[src/rtl/node_list_walker_pkg.sv]
// Shared field layout for the nodeHeads / nodeToElement RAMs and the walker FSM types.
// The builder and walker both import this so the two RAM formats cannot drift apart.
package node_list_walker_pkg;

    localparam int NODE_W  = 5;
    localparam int PTR_W   = 5;
    localparam int COUNT_W = 6;
    localparam int TYPE_W  = 2;
    localparam int VALUE_W = 32;

    // nodeHeads word
    localparam int HEAD_BUILT_BIT = 63;
    localparam int HEAD_PTR_HI    = 46;
    localparam int HEAD_PTR_LO    = 42;

    // nodeToElement word
    localparam int ENT_END_BIT    = 63;
    localparam int ENT_NEXT_HI    = 62;
    localparam int ENT_NEXT_LO    = 58;
    localparam int ENT_IS_B_BIT   = 44;
    localparam int ENT_OTHER_HI   = 43;
    localparam int ENT_OTHER_LO   = 39;
    localparam int ENT_CUR_HI     = 38;
    localparam int ENT_CUR_LO     = 34;
    localparam int ENT_TYPE_HI    = 33;
    localparam int ENT_TYPE_LO    = 32;
    localparam int ENT_VALUE_HI   = 31;
    localparam int ENT_VALUE_LO   = 0;

    typedef enum logic [1:0] {
        ELEM_VSRC = 2'b00,
        ELEM_ISRC = 2'b01,
        ELEM_RES  = 2'b10
    } elem_type_e;

    typedef enum logic [2:0] {
        S_IDLE,
        S_HEAD_WAIT,
        S_ENTRY_WAIT,
        S_EMIT,
        S_FINISH
    } walk_state_e;

endpackage

[src/rtl/node_list_walker_if.sv]
// Element record stream produced by the walker: valid/ready handshake plus record fields.
interface node_list_walker_if;
    import node_list_walker_pkg::*;

    logic               elem_valid;
    logic               elem_ready;
    logic               elem_is_node_B;
    logic [NODE_W-1:0]  elem_other_node;
    logic [TYPE_W-1:0]  elem_type;
    logic [VALUE_W-1:0] elem_value;

    modport master (
        output elem_valid, elem_is_node_B, elem_other_node, elem_type, elem_value,
        input  elem_ready
    );

    modport slave (
        input  elem_valid, elem_is_node_B, elem_other_node, elem_type, elem_value,
        output elem_ready
    );

endinterface

[src/rtl/node_list_walker.sv]
// Walks one node's linked element list (nodeHeads -> nodeToElement chain) and streams
// each element record out; read-only on both RAMs.
module node_list_walker
    import node_list_walker_pkg::*;
#(
    parameter int RAM_LAT  = 2,
    parameter int MAX_HOPS = 32
) (
    input  logic                clk,
    input  logic                reset,
    input  logic                start,
    input  logic [NODE_W-1:0]   node_addr,
    output logic                busy,
    output logic                done,
    output logic                list_empty,
    output logic                walk_error,
    output logic [COUNT_W-1:0]  elem_count,
    output logic [NODE_W-1:0]   nodeHeads_addr,
    output logic                nodeHeads_wren,
    input  logic [63:0]         nodeHeads_out,
    output logic [PTR_W-1:0]    nodeToElement_addr,
    output logic                nodeToElement_wren,
    input  logic [63:0]         nodeToElement_out,
    node_list_walker_if.master  elem
);

    localparam int WAIT_W = (RAM_LAT > 1) ? $clog2(RAM_LAT) : 1;
    localparam logic [WAIT_W-1:0]  WAIT_LAST = WAIT_W'(RAM_LAT - 1);
    localparam logic [COUNT_W-1:0] HOP_LIMIT = COUNT_W'(MAX_HOPS);

    walk_state_e        state, state_nxt;
    logic [NODE_W-1:0]  cur_node, cur_node_nxt;
    logic [PTR_W-1:0]   ptr, ptr_nxt;
    logic [COUNT_W-1:0] hop, hop_nxt, hop_inc;
    logic [WAIT_W-1:0]  wait_cnt, wait_cnt_nxt;
    logic [COUNT_W-1:0] count_nxt;
    logic               empty_nxt, error_nxt;
    logic               valid_nxt, is_b_nxt;
    logic [NODE_W-1:0]  other_nxt;
    logic [TYPE_W-1:0]  type_nxt;
    logic [VALUE_W-1:0] value_nxt;
    logic               end_bit, end_bit_nxt;
    logic [PTR_W-1:0]   next_ptr, next_ptr_nxt;

    assign busy               = (state != S_IDLE);
    assign done               = (state == S_FINISH);
    assign nodeHeads_addr     = cur_node;
    assign nodeToElement_addr = ptr;
    assign nodeHeads_wren     = 1'b0;
    assign nodeToElement_wren = 1'b0;
    assign hop_inc            = hop + COUNT_W'(1);

    always_ff @(posedge clk or posedge reset) begin
        if (reset) begin
            state                <= S_IDLE;
            cur_node             <= '0;
            ptr                  <= '0;
            hop                  <= '0;
            wait_cnt             <= '0;
            elem_count           <= '0;
            list_empty           <= 1'b0;
            walk_error           <= 1'b0;
            elem.elem_valid      <= 1'b0;
            elem.elem_is_node_B  <= 1'b0;
            elem.elem_other_node <= '0;
            elem.elem_type       <= '0;
            elem.elem_value      <= '0;
            end_bit              <= 1'b0;
            next_ptr             <= '0;
        end else begin
            state                <= state_nxt;
            cur_node             <= cur_node_nxt;
            ptr                  <= ptr_nxt;
            hop                  <= hop_nxt;
            wait_cnt             <= wait_cnt_nxt;
            elem_count           <= count_nxt;
            list_empty           <= empty_nxt;
            walk_error           <= error_nxt;
            elem.elem_valid      <= valid_nxt;
            elem.elem_is_node_B  <= is_b_nxt;
            elem.elem_other_node <= other_nxt;
            elem.elem_type       <= type_nxt;
            elem.elem_value      <= value_nxt;
            end_bit              <= end_bit_nxt;
            next_ptr             <= next_ptr_nxt;
        end
    end

    always_comb begin
        state_nxt    = state;
        cur_node_nxt = cur_node;
        ptr_nxt      = ptr;
        hop_nxt      = hop;
        wait_cnt_nxt = wait_cnt;
        count_nxt    = elem_count;
        empty_nxt    = list_empty;
        error_nxt    = walk_error;
        valid_nxt    = elem.elem_valid;
        is_b_nxt     = elem.elem_is_node_B;
        other_nxt    = elem.elem_other_node;
        type_nxt     = elem.elem_type;
        value_nxt    = elem.elem_value;
        end_bit_nxt  = end_bit;
        next_ptr_nxt = next_ptr;

        unique case (state)
            S_IDLE: begin
                if (start) begin
                    cur_node_nxt = node_addr;
                    count_nxt    = '0;
                    empty_nxt    = 1'b0;
                    error_nxt    = 1'b0;
                    hop_nxt      = '0;
                    wait_cnt_nxt = '0;
                    state_nxt    = S_HEAD_WAIT;
                end
            end

            S_HEAD_WAIT: begin
                if (wait_cnt == WAIT_LAST) begin
                    wait_cnt_nxt = '0;
                    if (!nodeHeads_out[HEAD_BUILT_BIT]) begin
                        empty_nxt = 1'b1;
                        state_nxt = S_FINISH;
                    end else begin
                        ptr_nxt   = nodeHeads_out[HEAD_PTR_HI:HEAD_PTR_LO];
                        state_nxt = S_ENTRY_WAIT;
                    end
                end else begin
                    wait_cnt_nxt = wait_cnt + WAIT_W'(1);
                end
            end

            S_ENTRY_WAIT: begin
                if (wait_cnt == WAIT_LAST) begin
                    wait_cnt_nxt = '0;
                    if (nodeToElement_out[ENT_CUR_HI:ENT_CUR_LO] != cur_node) begin
                        error_nxt = 1'b1;
                        state_nxt = S_FINISH;
                    end else begin
                        is_b_nxt     = nodeToElement_out[ENT_IS_B_BIT];
                        other_nxt    = nodeToElement_out[ENT_OTHER_HI:ENT_OTHER_LO];
                        type_nxt     = nodeToElement_out[ENT_TYPE_HI:ENT_TYPE_LO];
                        value_nxt    = nodeToElement_out[ENT_VALUE_HI:ENT_VALUE_LO];
                        end_bit_nxt  = nodeToElement_out[ENT_END_BIT];
                        next_ptr_nxt = nodeToElement_out[ENT_NEXT_HI:ENT_NEXT_LO];
                        valid_nxt    = 1'b1;
                        state_nxt    = S_EMIT;
                    end
                end else begin
                    wait_cnt_nxt = wait_cnt + WAIT_W'(1);
                end
            end

            S_EMIT: begin
                if (elem.elem_ready) begin
                    valid_nxt = 1'b0;
                    count_nxt = elem_count + COUNT_W'(1);
                    hop_nxt   = hop_inc;
                    // End bit wins over the hop limit so a full-length list ends cleanly.
                    if (end_bit) begin
                        state_nxt = S_FINISH;
                    end else if (hop_inc == HOP_LIMIT) begin
                        error_nxt = 1'b1;
                        state_nxt = S_FINISH;
                    end else begin
                        ptr_nxt   = next_ptr;
                        state_nxt = S_ENTRY_WAIT;
                    end
                end
            end

            S_FINISH: state_nxt = S_IDLE;

            default: state_nxt = S_IDLE;
        endcase
    end

endmodule

[src/flat_wrapper.sv]
// flat-port wrapper written by rule: the top's interface ports become plain ports
module node_list_walker_flat import node_list_walker_pkg::*;
#(
    parameter int RAM_LAT  = 2,
    parameter int MAX_HOPS = 32
)
  (clk, reset, start, node_addr, busy, done, list_empty, walk_error, elem_count, nodeHeads_addr, nodeHeads_wren, nodeHeads_out, nodeToElement_addr, nodeToElement_wren, nodeToElement_out, elem_elem_valid, elem_elem_is_node_B, elem_elem_other_node, elem_elem_type, elem_elem_value, elem_elem_ready);
  node_list_walker_if elem_i ();
  input  logic clk;
  input  logic reset;
  input  logic start;
  input  logic [NODE_W-1:0] node_addr;
  output logic busy;
  output logic done;
  output logic list_empty;
  output logic walk_error;
  output logic [COUNT_W-1:0] elem_count;
  output logic [NODE_W-1:0] nodeHeads_addr;
  output logic nodeHeads_wren;
  input  logic [63:0] nodeHeads_out;
  output logic [PTR_W-1:0] nodeToElement_addr;
  output logic nodeToElement_wren;
  input  logic [63:0] nodeToElement_out;
  output wire logic [$bits(elem_i.elem_valid)-1:0] elem_elem_valid;
  output wire logic [$bits(elem_i.elem_is_node_B)-1:0] elem_elem_is_node_B;
  output wire logic [$bits(elem_i.elem_other_node)-1:0] elem_elem_other_node;
  output wire logic [$bits(elem_i.elem_type)-1:0] elem_elem_type;
  output wire logic [$bits(elem_i.elem_value)-1:0] elem_elem_value;
  input wire logic [$bits(elem_i.elem_ready)-1:0] elem_elem_ready;
  assign elem_elem_valid = elem_i.elem_valid;
  assign elem_elem_is_node_B = elem_i.elem_is_node_B;
  assign elem_elem_other_node = elem_i.elem_other_node;
  assign elem_elem_type = elem_i.elem_type;
  assign elem_elem_value = elem_i.elem_value;
  assign elem_i.elem_ready = elem_elem_ready;
  node_list_walker #(.RAM_LAT(RAM_LAT), .MAX_HOPS(MAX_HOPS)) u_core (.clk(clk), .reset(reset), .start(start), .node_addr(node_addr), .busy(busy), .done(done), .list_empty(list_empty), .walk_error(walk_error), .elem_count(elem_count), .nodeHeads_addr(nodeHeads_addr), .nodeHeads_wren(nodeHeads_wren), .nodeHeads_out(nodeHeads_out), .nodeToElement_addr(nodeToElement_addr), .nodeToElement_wren(nodeToElement_wren), .nodeToElement_out(nodeToElement_out), .elem(elem_i));
endmodule
[config.mk]
export PLATFORM = sky130hd
export DESIGN_NAME = node_list_walker_flat
export DESIGN_NICKNAME = d
export VERILOG_FILES = /design/src/rtl/node_list_walker_pkg.sv /design/src/rtl/node_list_walker_if.sv /design/src/rtl/node_list_walker.sv /design/src/flat_wrapper.sv
export SDC_FILE = /design/constraint.sdc
export NUM_CORES = 1
export LEC_CHECK = 0
export CORE_MARGIN = 5
export CORE_UTILIZATION = 34
export DETAILED_ROUTE_END_ITERATION = 7
export HOLD_SLACK_MARGIN = 0.06
export PLACE_DENSITY = 0.81
export SETUP_SLACK_MARGIN = 0.2
export SLEW_MARGIN = 10
export SYNTH_ARGS = -nofsm -noshare
export SYNTH_HDL_FRONTEND = slang
export SYNTH_SLANG_ARGS = --single-unit
[constraint.sdc]
create_clock -name clk -period 2.6 [get_ports clk]
set_clock_uncertainty 0.05 [all_clocks]
set_input_delay 0.52 -clock clk [delete_from_list [all_inputs] [get_ports clk]]
set_output_delay 0.52 -clock clk [all_outputs]
set_load 0.02 [all_outputs]
==> results.md <==
- Gpl congestion: roughly 0.72
- Max Cap Viol: 0
- DR pass1 iterations: 4
- Via count: approximately 2,500
- Worst EP required: a little over 2 ns
- Share of the synthesized area in the top cell type: 55.51%
- Slowest cell on crit path: clkdlybuf4s50_1
- Die height: ~110 um
- Clock Power Share: about 22%
- Most frequent cell after synthesis: dfrtp_1
- Largest cells by area after synthesis: dfrtp_1 56%, mux2_4 13%, mux2_2 7.3%
- Remaining Overflow, GRT: 0
- Starting density of the core: between 30% and 40%
- Synthesized flop and latch total: 75
- Critical Path AT: between 1.5 and 2 ns
- CP Capture Type: output port
- Fill cell count: between 800 and 900
- Starting DRC count in detailed routing: approximately 80
- Period Utilization, post-route: between 80% and 90%
- Share of cells above drive strength 1: approximately 23%
- Switching fraction of total power: 33.23%
- Max Fclk: between 400 and 500 MHz
- IO buf count: between 100 and 150
- RSZ-0062 raised after global routing: false
- Clock transition at path regs: roughly 0.080 ns
- Leakage power: 2.292 nW
- Hold Crit Class: register to register
- Final worst slack: about 0.33 ns
- Combinational share of power: approximately two fifths
- Top cells by count, synth: 75 x dfrtp_1, 29 x mux2_4, 27 x nand2_1
- Worst path bufs/invs: 1
- Vias in the first global route: between 2,000 and 3,000
- Diodes inserted: 0
- Final nets: between 500 and 600
- Worst-margin pin slew: roughly 0.6 ns
- Ys async rst share: 100.0%
- Area delta synth->final: 48.52%
- Cell accounting for the most synthesized area: dfrtp_1
- Routed WL: 8.262 mm
- First-pass GRT wire length: 13.32 mm
- Mapped Cells: ~260
- Dpl cell area: ~0.0048 mm2
- Root buf cell: clkbuf_8
- TritonCTS Buffers: 9
- Reg power frac: between 30% and 40%
- Pin count of the biggest net entering global routing: 48
- CTS Buffer Depth: 2
- Fin. Hold Viols: 0
- EDFF count, synth: 0
- Setup TNS: 0 ns
- Placed wire-length estimate: 6.097 mm
- Most used DFF post-synth: dfrtp_1
- DRT antenna net count: 0
- Post-synth cell types: 43
- Clock sinks: 75
- Synth warnings: 0
- Startpoint types: register
- Count of endpoints failing setup in the final report: 0
- Power Density: just under 900 mW/mm2
- Top delay family on crit path: buffers and inverters
- Sequential share of the synthesized area: approximately 56%
- Cell Rows: 36
- Die Footprint: 0.01204 mm2
- Cell area after synthesis: ~0.0034 mm2
- # hold bufs at CTS: 0
- Status: complete, no violations
- Antenna violations before repair: 0
- Area of the multi-input gates: ~0.0014 mm2
- Htree depth: 3
- Max-slew violations: 0
- Slew HR: 60.05%
- Sw power: around 1.5 mW
- CP Max Fanout: 10
- Placeable Area: between 0.009 and 0.01 mm2
- Syn_area_per_cell: about 13 um2
- Drt drc: 0
- I/O pin count: 200
- DR vias/cell: around 4.7
- Setup CP Type: register to output port
- Die Span X: about 110 um
- Minimum clock period: 2.275 ns
- Worst-Skew Late Latency: 0.34 ns
- CTS tree: yes
- Peak supply drop: 0.0004937 V
- Routed WL per cell: ~16 um
- Total internal power: a little under 3 mW
- CP cell instances: nor3b_1, clkdlybuf4s50_1
- Final instance area: about 0.005 mm2
- CP peak stage delay: 0.64 ns
- Worst slack, placed: approximately 0.17 ns
- Sequential cell area: around 0.0019 mm2
- GRT Total Usage: 14.37%
[cell usage in the layout (no fill, tap or decap), types with 2 or more instances in the layout]
master,n
buf_4,5
and3_1,2
buf_12,2
or3_1,2
o21ai_0,8
clkdlybuf4s50_1,126
conb_1,2
clkbuf_8,10
mux2_4,29
ha_1,2
clkinv_2,2
nor3_1,4
inv_1,2
nor3b_1,2
xnor2_1,5
nand4_1,3
a21oi_1,4
o221a_2,5
bufinv_16,2
nor2_2,2
dfrtp_1,72
xor2_1,6
dfrtp_2,3
nand2b_1,7
mux2_2,22
or2b_1,2
nand3_1,7
nor2_1,11
clkinvlp_4,2
nand2_1,26
[final cells by class]
type | instances | area share (%)
Clock buffer | 10 | 2.741
Clock inverter | 5 | 1.545
Inverter | 4 | 0.3738
Timing Repair Buffer | 133 | 26.66
Tap cell | 133 | 3.314
Multi-Input combinational cell | 168 | 27.91
Sequential cell | 75 | 37.45
[per-stage QoR]
stage | util, % | power, mW | hold WS (ns) | std cells
floorplan | - | 2.661 | 0.4008 | 260
global placement | 49.33 | 3.389 | 0.4181 | 513
detailed placement | 49.33 | 3.447 | 0.4221 | 513
CTS | 51.57 | 4.456 | 0.4406 | 528
global route | 51.61 | 4.666 | 0.4811 | 528
finish | 51.61 | 4.397 | 0.4343 | 528
[flip-flops by register name, summed over array words and instances (netlist names)]
| signal | flops |
|---|---|
| u_core.elem.elem_value | 32 |
| u_core.elem_count | 6 |
| u_core.hop | 6 |
| u_core.elem.elem_other_node | 5 |
| u_core.next_ptr | 5 |
| u_core.nodeHeads_addr | 5 |
| u_core.nodeToElement_addr | 5 |
| u_core.state | 3 |
| u_core.elem.elem_type | 2 |
| u_core.elem.elem_is_node_B | 1 |
| u_core.elem.elem_valid | 1 |
| u_core.end_bit | 1 |
| u_core.list_empty | 1 |
| u_core.wait_cnt | 1 |
| u_core.walk_error | 1 |
[power groups by stage]
stage	Combinational [mW]	Clock, mW	Sequential (mW)
2_1_floorplan	0.732	0	1.93
3_3_place_gp	1.67	0	1.72
3_5_place_dp	1.71	0	1.73
4_1_cts	1.72	1.02	1.72
5_1_grt	1.82	1.07	1.78
6_report	1.69	0.980	1.72
[layer usage]
layer / GRT usage [%] / wire length (um)
met4: 4.363 / 50
met3: 5.461 / 603
met5: 0 / 0
met1: 17.73 / 3523
met2: 23.37 / 4085
[final timing paths]
check,start,end,slack (ns),cells after the start
min,u_core.elem.elem_valid$_DFFE_PP0P_,u_core.elem.elem_valid$_DFFE_PP0P_,0.43,2
max reg2reg,u_core.hop[0]$_DFFE_PP0P_,u_core.nodeToElement_addr[0]$_DFFE_PP0P_,0.46,6
max,u_core.state[0]$_DFFE_PP0P_,done,0.33,2
min reg2reg,u_core.elem.elem_valid$_DFFE_PP0P_,u_core.elem.elem_valid$_DFFE_PP0P_,0.43,2
max in group asynchronous,reset,u_core.state[2]$_DFFE_PP0P_,1.34,3
min in group asynchronous,reset,u_core.elem.elem_value[5]$_DFFE_PP0P_,0.55,2
[worst reg2reg max path, cell delays in order (launching register included)]
cell and delay (ns):
dfrtp_1 0.41, ha_1 0.25, nand2_1 0.08, or4_1 0.54
nand4b_2 0.22, nand2b_1 0.20, o221a_2 0.30
[what timing repair did]
action                                 CTS  global route
setup endpoints to repair                1             2
endpoints found under the hold margin    0             0
setup buffers                            0             0
gates resized for setup                  1             3
[logic make-up (layout without fill, tap and decap cells)]
group | count (synthesis) | count (layout) | synth area share (%)
AO/OA/AOI/OAI | 26 | 26 | 5.404
flip-flops | 75 | 75 | 55.51
other | 1 | 2 | 0.1109
XOR/XNOR | 11 | 11 | 2.850
multiplexers | 52 | 52 | 20.50
buffers and inverters | 17 | 152 | 3.293
adder cells (fa/ha/maj) | 2 | 2 | 0.7401
AND/OR/NAND/NOR | 75 | 75 | 11.58
Power figures use the tool's default switching activity.
